**src/rtl/seq_divider_if.sv**
```systemverilog
// Handshake and result bundle for seq_divider; master drives requests, slave returns results.
interface seq_divider_if #(
    parameter int WIDTH = 5
);
    logic             start;
    logic [WIDTH-1:0] dividend;
    logic [WIDTH-1:0] divisor;
    logic             busy;
    logic             done;
    logic [WIDTH-1:0] quotient;
    logic [WIDTH-1:0] remainder;
    logic             div_by_zero;
    logic             ov_flag;

    modport master (
        output start, dividend, divisor,
        input  busy, done, quotient, remainder, div_by_zero, ov_flag
    );

    modport slave (
        input  start, dividend, divisor,
        output busy, done, quotient, remainder, div_by_zero, ov_flag
    );
endinterface

```
**src/rtl/seq_divider.sv**
```systemverilog
// Multi-cycle restoring divider, one trial subtraction per clock, MSB first.
// Define SIGNED_DIV_EN for two's-complement operands (magnitude core plus sign fix-up).
module seq_divider #(
    parameter int WIDTH = 5
) (
    input  logic          clk,
    input  logic          rst,
    seq_divider_if.slave  bus
);
    localparam int CW = (WIDTH > 1) ? $clog2(WIDTH) : 1;
    localparam logic [WIDTH-1:0] ONE = WIDTH'(1);

    typedef enum logic [1:0] {IDLE, CALC, DONE} state_t;

    state_t           r_state, w_next;
    logic [WIDTH-1:0] r_dvd_sh, r_divisor, r_partial, r_quot;
    logic [WIDTH-1:0] r_q_out, r_r_out;
    logic [CW-1:0]    r_cnt;
    logic             r_done, r_dbz;

    logic             w_accept, w_last, w_borrow;
    logic [WIDTH-1:0] w_a_mag, w_b_mag, w_shift, w_part_nxt, w_quot_nxt;
    logic [WIDTH-1:0] w_q_fix, w_r_fix;
    logic [WIDTH:0]   w_trial;

`ifdef SIGNED_DIV_EN
    logic r_neg_q, r_neg_r, r_ovc, r_ov;
    logic w_a_neg, w_b_neg, w_ovc;

    assign w_a_neg = bus.dividend[WIDTH-1];
    assign w_b_neg = bus.divisor[WIDTH-1];
    assign w_a_mag = w_a_neg ? (~bus.dividend + ONE) : bus.dividend;
    assign w_b_mag = w_b_neg ? (~bus.divisor + ONE) : bus.divisor;
    assign w_ovc   = (bus.dividend == {1'b1, {(WIDTH-1){1'b0}}}) && (bus.divisor == '1);
    assign w_q_fix = r_neg_q ? (~w_quot_nxt + ONE) : w_quot_nxt;
    assign w_r_fix = r_neg_r ? (~w_part_nxt + ONE) : w_part_nxt;
    assign bus.ov_flag = r_ov;
`else
    assign w_a_mag = bus.dividend;
    assign w_b_mag = bus.divisor;
    assign w_q_fix = w_quot_nxt;
    assign w_r_fix = w_part_nxt;
    assign bus.ov_flag = 1'b0;
`endif

    assign w_accept   = (r_state == IDLE) && bus.start;
    assign w_last     = (r_state == CALC) && (r_cnt == CW'(WIDTH - 1));
    assign w_shift    = {r_partial[WIDTH-2:0], r_dvd_sh[WIDTH-1]};
    assign w_trial    = {1'b0, w_shift} - {1'b0, r_divisor};
    assign w_borrow   = w_trial[WIDTH];
    assign w_part_nxt = w_borrow ? w_shift : w_trial[WIDTH-1:0];
    assign w_quot_nxt = {r_quot[WIDTH-2:0], ~w_borrow};

    always_ff @(posedge clk or posedge rst) begin
        if (rst) r_state <= IDLE;
        else     r_state <= w_next;
    end

    always_comb begin
        w_next = r_state;
        case (r_state)
            IDLE: if (bus.start) w_next = (w_b_mag == '0) ? DONE : CALC;
            CALC: if (w_last) w_next = DONE;
            DONE: w_next = IDLE;
            default: w_next = IDLE;
        endcase
    end

    always_ff @(posedge clk or posedge rst) begin
        if (rst) begin
            r_dvd_sh  <= '0;
            r_divisor <= '0;
            r_partial <= '0;
            r_quot    <= '0;
            r_q_out   <= '0;
            r_r_out   <= '0;
            r_cnt     <= '0;
            r_done    <= 1'b0;
            r_dbz     <= 1'b0;
`ifdef SIGNED_DIV_EN
            r_neg_q   <= 1'b0;
            r_neg_r   <= 1'b0;
            r_ovc     <= 1'b0;
            r_ov      <= 1'b0;
`endif
        end else begin
            // done trails the DONE state by one edge so both paths meet the fixed latencies
            r_done <= (r_state == DONE);
            if (w_accept) begin
                r_dvd_sh  <= w_a_mag;
                r_divisor <= w_b_mag;
                r_partial <= '0;
                r_quot    <= '0;
                r_cnt     <= '0;
                r_dbz     <= 1'b0;
`ifdef SIGNED_DIV_EN
                r_neg_q   <= w_a_neg ^ w_b_neg;
                r_neg_r   <= w_a_neg;
                r_ovc     <= w_ovc;
                r_ov      <= 1'b0;
`endif
                if (w_b_mag == '0) begin
                    r_q_out <= '1;
                    r_r_out <= bus.dividend;
                    r_dbz   <= 1'b1;
                end
            end else if (r_state == CALC) begin
                r_partial <= w_part_nxt;
                r_quot    <= w_quot_nxt;
                r_dvd_sh  <= r_dvd_sh << 1;
                r_cnt     <= r_cnt + CW'(1);
                if (w_last) begin
                    r_q_out <= w_q_fix;
                    r_r_out <= w_r_fix;
`ifdef SIGNED_DIV_EN
                    r_ov    <= r_ovc;
`endif
                end
            end
        end
    end

    assign bus.busy        = (r_state != IDLE);
    assign bus.done        = r_done;
    assign bus.quotient    = r_q_out;
    assign bus.remainder   = r_r_out;
    assign bus.div_by_zero = r_dbz;
endmodule

```
**src/flat_wrapper.sv**
```systemverilog
// flat-port wrapper written by rule: the top's interface ports become plain ports
module seq_divider_flat 
#(
    parameter int WIDTH = 5
)
  (clk, rst, bus_start, bus_dividend, bus_divisor, bus_busy, bus_done, bus_quotient, bus_remainder, bus_div_by_zero, bus_ov_flag);
  seq_divider_if #(.WIDTH(WIDTH)) bus_i ();
  input  logic clk;
  input  logic rst;
  input wire logic [$bits(bus_i.start)-1:0] bus_start;
  input wire logic [$bits(bus_i.dividend)-1:0] bus_dividend;
  input wire logic [$bits(bus_i.divisor)-1:0] bus_divisor;
  output wire logic [$bits(bus_i.busy)-1:0] bus_busy;
  output wire logic [$bits(bus_i.done)-1:0] bus_done;
  output wire logic [$bits(bus_i.quotient)-1:0] bus_quotient;
  output wire logic [$bits(bus_i.remainder)-1:0] bus_remainder;
  output wire logic [$bits(bus_i.div_by_zero)-1:0] bus_div_by_zero;
  output wire logic [$bits(bus_i.ov_flag)-1:0] bus_ov_flag;
  assign bus_i.start = bus_start;
  assign bus_i.dividend = bus_dividend;
  assign bus_i.divisor = bus_divisor;
  assign bus_busy = bus_i.busy;
  assign bus_done = bus_i.done;
  assign bus_quotient = bus_i.quotient;
  assign bus_remainder = bus_i.remainder;
  assign bus_div_by_zero = bus_i.div_by_zero;
  assign bus_ov_flag = bus_i.ov_flag;
  seq_divider #(.WIDTH(WIDTH)) u_core (.clk(clk), .rst(rst), .bus(bus_i));
endmodule
```
**config.mk**
```make
export PLATFORM = sky130hd
export DESIGN_NAME = seq_divider_flat
export DESIGN_NICKNAME = d
export VERILOG_FILES = /design/src/rtl/seq_divider_if.sv /design/src/rtl/seq_divider.sv /design/src/flat_wrapper.sv
export SDC_FILE = /design/constraint.sdc
export NUM_CORES = 1
export LEC_CHECK = 0
export CAP_MARGIN = 10
export CORE_UTILIZATION = 53
export CTS_BUF_LIST = sky130_fd_sc_hd__clkbuf_16
export CTS_CLUSTER_SIZE = 20
export DETAILED_ROUTE_END_ITERATION = 12
export PLACE_DENSITY = 0.78
export SYNTH_ARGS = -nofsm -noshare
export SYNTH_HDL_FRONTEND = slang
export SYNTH_SLANG_ARGS = --single-unit
```
**constraint.sdc**
```tcl
create_clock -name clk -period 2.35 [get_ports clk]
set_clock_uncertainty 0.05 [all_clocks]
set_input_delay 0.3525 -clock clk [delete_from_list [all_inputs] [get_ports clk]]
set_output_delay 0.3525 -clock clk [all_outputs]
set_load 0.005 [all_outputs]
```
Word level (Yosys, flattened, before mapping)
Index checks and enable logic that the tools add are counted.
W data, S select, Z words.

storage, ports and cells
  bits of input ports = 13
  flip-flop bits (word level) = 35
  output and inout bits = 14
  word-level logic and storage cells = 50

operators by class
  $add $sub $neg = 2
  reductions and logical operators = 9
  muxes and demuxes = 22
  eq/ne operators = 6
  bitwise logic cells = 1

operators with widths
  operator               number
  $mux W5                11
  $mux W4                4
  $mux W2                3
  $mux W3                2
  $reduce_bool A2 Y1     3
  $sub A5 B5 Y6          1
  $logic_not A5 Y1       1
  $ne A2 B2 Y1 const B   2
  $pmux W2 S2            1
  $add A3 B1 Y3 const B  1
  $eq A3 B3 Y1 const B   1
  $reduce_and A3 Y1      1
  $eq A2 B1 Y1 const B   1
  $eq A2 B2 Y1 const B   1
  $logic_and A1 B1 Y1    2
  $logic_not A2 Y1       1
  $ne A2 B1 Y1 const B   1
  $reduce_and A2 Y1      1
  $mux W1                1
  $not A1 Y1             1

Longest topological paths before layout
  depth in word-level cells = 5
  mapped depth = 9
  gate-level depth less buffers = 9

Worst setup path before layout
OpenSTA, ideal clock, no wires.

  path kind = register -> register
  start = reg u_core.r_dvd_sh[4]
  end = reg u_core.r_r_out[4] (netlist: u_core.bus.remainder[4])
  required time = 2.174 ns
  path slack = 0.536 ns
  arrival = 1.638 ns
  cell stages (with the launch flop) = 10
  buffers on the path = 0
  setup time = 0.126 ns
  period minus slack after synthesis = 1.814 ns
  path through = dfrtp_1 > inv_1 > ha_1 > inv_1 > fa_1 > a21o_1 > a21oi_1 > xor2_1 > nand3b_1 > o311a_1

between the ends
  word-level cells in the longest chain between the ends = 5

RTL lines
  item                    RTL line            text
  start, declared         seq_divider.sv:16   logic [WIDTH-1:0] r_dvd_sh, r_divisor, r_partial, r_quot;
  start signal, assigned  seq_divider.sv:90   r_dvd_sh <= w_a_mag;
  start signal, assigned  seq_divider.sv:110  r_dvd_sh <= r_dvd_sh << 1;
  $sub A5 B5 Y6           seq_divider.sv:49   assign w_trial = {1'b0, w_shift} - {1'b0, r_divisor};
  $mux W5                 seq_divider.sv:51   assign w_part_nxt = w_borrow ? w_shift : w_trial[WIDTH-1:0];
  $mux W5                 seq_divider.sv:112  if (w_last) begin
  $mux W5                 seq_divider.sv:107  end else if (r_state == CALC) begin
  $mux W5                 seq_divider.sv:89   if (w_accept) begin
  end signal, assigned    seq_divider.sv:104  r_r_out <= bus.dividend;
  end signal, assigned    seq_divider.sv:114  r_r_out <= w_r_fix;
  end, declared           seq_divider.sv:17   logic [WIDTH-1:0] r_q_out, r_r_out;

Every way passes these cells. The select of a mux whose other input is x is not followed.
A chain may end at the register's enable or synchronous reset.

Final worst setup path
Ends and elaborated chain as after synthesis.

==> flow_summary.yaml <==
route:
  routed_wirelength_mm: 3.71
  dr_wl_met2_mm: 1.90
  drcViolationCount: 0
  dr.pass1.iters: 4
  vias_per_cell: 5.60
  ant_nets: 0
  wire_per_inst_microns: 14.9
  num_vias: 1394
  drt-initial-drc-count: 89
  highest_layer: "met4"
  wl_met3_microns: 183
  drt-met1-wl_mm: 1.60
timing:
  setup_violations: 0
  fmax_mhz: 500
  post-route-min-period_ns: 2.00
  rsz0062_at_grt: "no"
  post-route-period-util_pct: 85.1
  hold_viol_final: 0
  fin_setup_tns_ns: 0
  slew_viol_final: 0
global_routing:
  grt_pass1_wl_mm: 6.20
  grt_pass1_vias: 1378
  grt_overflow: 0
  grt_use_total_pct: 23.9
  grt_start_max_net_pins: 36
  antenna_found_initial: 0
place:
  placement.io_buffers: 25
  gp_congestion: 0.813
  place_hpwl_mm: 2.53
  dp_cells: 241
cells_and_area:
  layout-drive-gt1-share_pct: 11.2
  diodes: 0
  area_growth_syn_to_layout_pct: 23.2
  final_cell_mix: "nand2_1, dfrtp_1, clkdlybuf4s50_1"
  final_cells: 249
  multi_input_area_sq_um: 827
  seqCellArea_sq_um: 876
  nNetsFinal: 225
  fillers: 242
  final_common_cell: "nand2_1"
power_and_ir_drop:
  power_leakage_nw: 0.988
  p_per_area_mw_per_mm2: 1540
  ir_drop_uv: 799
logic_synthesis:
  synth_seq_cells: 35
  synth_seq_area_share_pct: 48.9
  synth-edff-count: 0
  synth_area_sq_mm: 0.00179
  ys.flop_type: "dfrtp_1"
  synth_fp_nets: 199
  synthArstFlopShare_pct: 100
  yosysWarnings: 0
  yosysUniqueCellTypes: 42
  syn_avg_cell_area_sq_um: 10.1
  synthCells: 178
cts:
  cts_buffers: 5
  clk_latency_ns: 0.28
  htreeDepth: 2
  cts_sinks: 35
  clk_path_buf_depth: 2
  path_clk_slew_ns: 0.06
  root_buffer: "clkbuf_16"
  cts_resized: 0
  cts_tree: "built"
  post_cts_buffers: 0
  holdBufCountCts: 0
worst_setup_path:
  worstPathRequired_ns: 2.46
  path_class: "flop to flop"
  worst_r2r_path_depth: 9
  cp-start-kind: "flop"
  crit_top_cell: "inv_1"
  path_max_fanout: 2
  r2r_end: "u_core.bus.remainder[4]"
  r2r_slack_ns: 0.35
  critical-path-slowest-cell: "fa_1"
  crit_arrival_ns: 2.11
  max_stage_delay_ns: 0.40
  cp_cell_sequence: "inv_1 > ha_1 > inv_1 > fa_1 > a21o_1 > a21oi_1 > xor2_1 > nand3b_1 > o311a_1"
  crit_path_end_kind: "flop"
  reg2reg_from: "u_core.r_dvd_sh[4]"
floorplan:
  core_sq_mm: 0.00313
  die_w_microns: 60.1
  io_pins: 27
  dieArea_sq_mm: 0.00361
  initial_core_util_pct: 57.2
  die_h_microns: 60.1
  row_count: 20
outcome:
  status: "finished clean"
worst_hold_path:
  min_path_type: "primary input to async pin"
job:
  cap_violations: 0
==> synthesized netlist by cell type, types with 3 or more instances <==
cell type	n	share of area (%)
a211oi_1	3	1.3
nand2_1	38	8.0
nand3_1	3	0.84
nor2_1	9	1.9
a21oi_1	4	1.1
inv_1	10	2.1
mux2i_1	4	2.2
dfrtp_1	35	49
ha_1	7	4.9
o21ai_0	14	3.9
buf_2	4	1.1
xor2_1	3	1.5
nand3b_1	3	1.3
o22a_1	5	2.4
==> worst max-delay path by stage <==
stage                                  start                       to  slack, ns  cells past startpoint
after floorplan           u_core.r_dvd_sh[4]  u_core.bus.remainder[4]       0.54                      9
after global placement        bus_divisor[0]  u_core.bus.remainder[4]       0.39                      6
after detailed placement      bus_divisor[0]  u_core.bus.remainder[4]       0.34                      6
after CTS                 u_core.r_dvd_sh[4]  u_core.bus.remainder[4]       0.35                      9
after global routing      u_core.r_dvd_sh[4]  u_core.bus.remainder[4]       0.21                      9
final                     u_core.r_dvd_sh[4]  u_core.bus.remainder[4]       0.35                      9
==> cell families after synthesis <==
kind of cell / share of synthesized area (%)
DFF: 48.9
muxes: 3.91
other: 0.209
buffers and inverters: 4.89
xor gates and xnor gates: 1.47
AOI/OAI and AO/OA: 17.8
and+or+nand+nor: 16.8
adders and majority gates: 6.01
==> layout make-up <==
class	count	share of cell area [%]
tap	44	2.50
multi-input combinational	125	37.5
timing repair buffer	27	12.0
clock inverter	3	0.908
clock buffer	5	5.67
sequential	35	39.7
inverter	10	1.70
==> worst max-delay path, delay by kind of cell, from the launching register on <==
family                     cells  cell delay [ns]
and+or+nand+nor                1             0.10
DFF                            1             0.37
xor gates and xnor gates       1             0.19
buffers and inverters          2             0.14
adders and majority gates      2             0.56
AOI/OAI and AO/OA              3             0.47
==> power by group <==
group          internal, W  switching, W
clock             0.000390      0.000241
sequential        0.000876      0.000188
combinational     0.000798      0.000911
==> registers in the layout, indices dropped and copies added (netlist names) <==
signal,flops
u_core.r_partial,4
u_core.r_divisor,5
u_core.r_quot,4
u_core.r_cnt,3
u_core.bus.remainder,5
u_core.r_dvd_sh,5
u_core.r_state,2
u_core.bus.div_by_zero,1
u_core.bus.quotient,5
u_core.bus.done,1
==> per-layer routing <==
metal,track usage [%],vias up
met2,41.6,40
met4,6.64,0
met5,0,-
met1,28.8,689
li1,-,660
met3,6.49,5
==> through the flow <==
| step | area (sq um) | worst slack [ns] | hold slack, ns | util, % | total power [W] |
|---|---|---|---|---|---|
| after floorplan | 1790 | 0.536 | 0.391 | - | 0.00227 |
| after global placement | 2060 | 0.391 | 0.403 | 65.9 | 0.00267 |
| after detailed placement | 2060 | 0.341 | 0.421 | 65.9 | 0.00275 |
| after CTS | 2210 | 0.348 | 0.441 | 70.5 | 0.00342 |
| after global routing | 2210 | 0.206 | 0.461 | 70.5 | 0.00367 |
| final | 2210 | 0.349 | 0.434 | 70.5 | 0.00340 |
(Power assumes the default switching activity.)
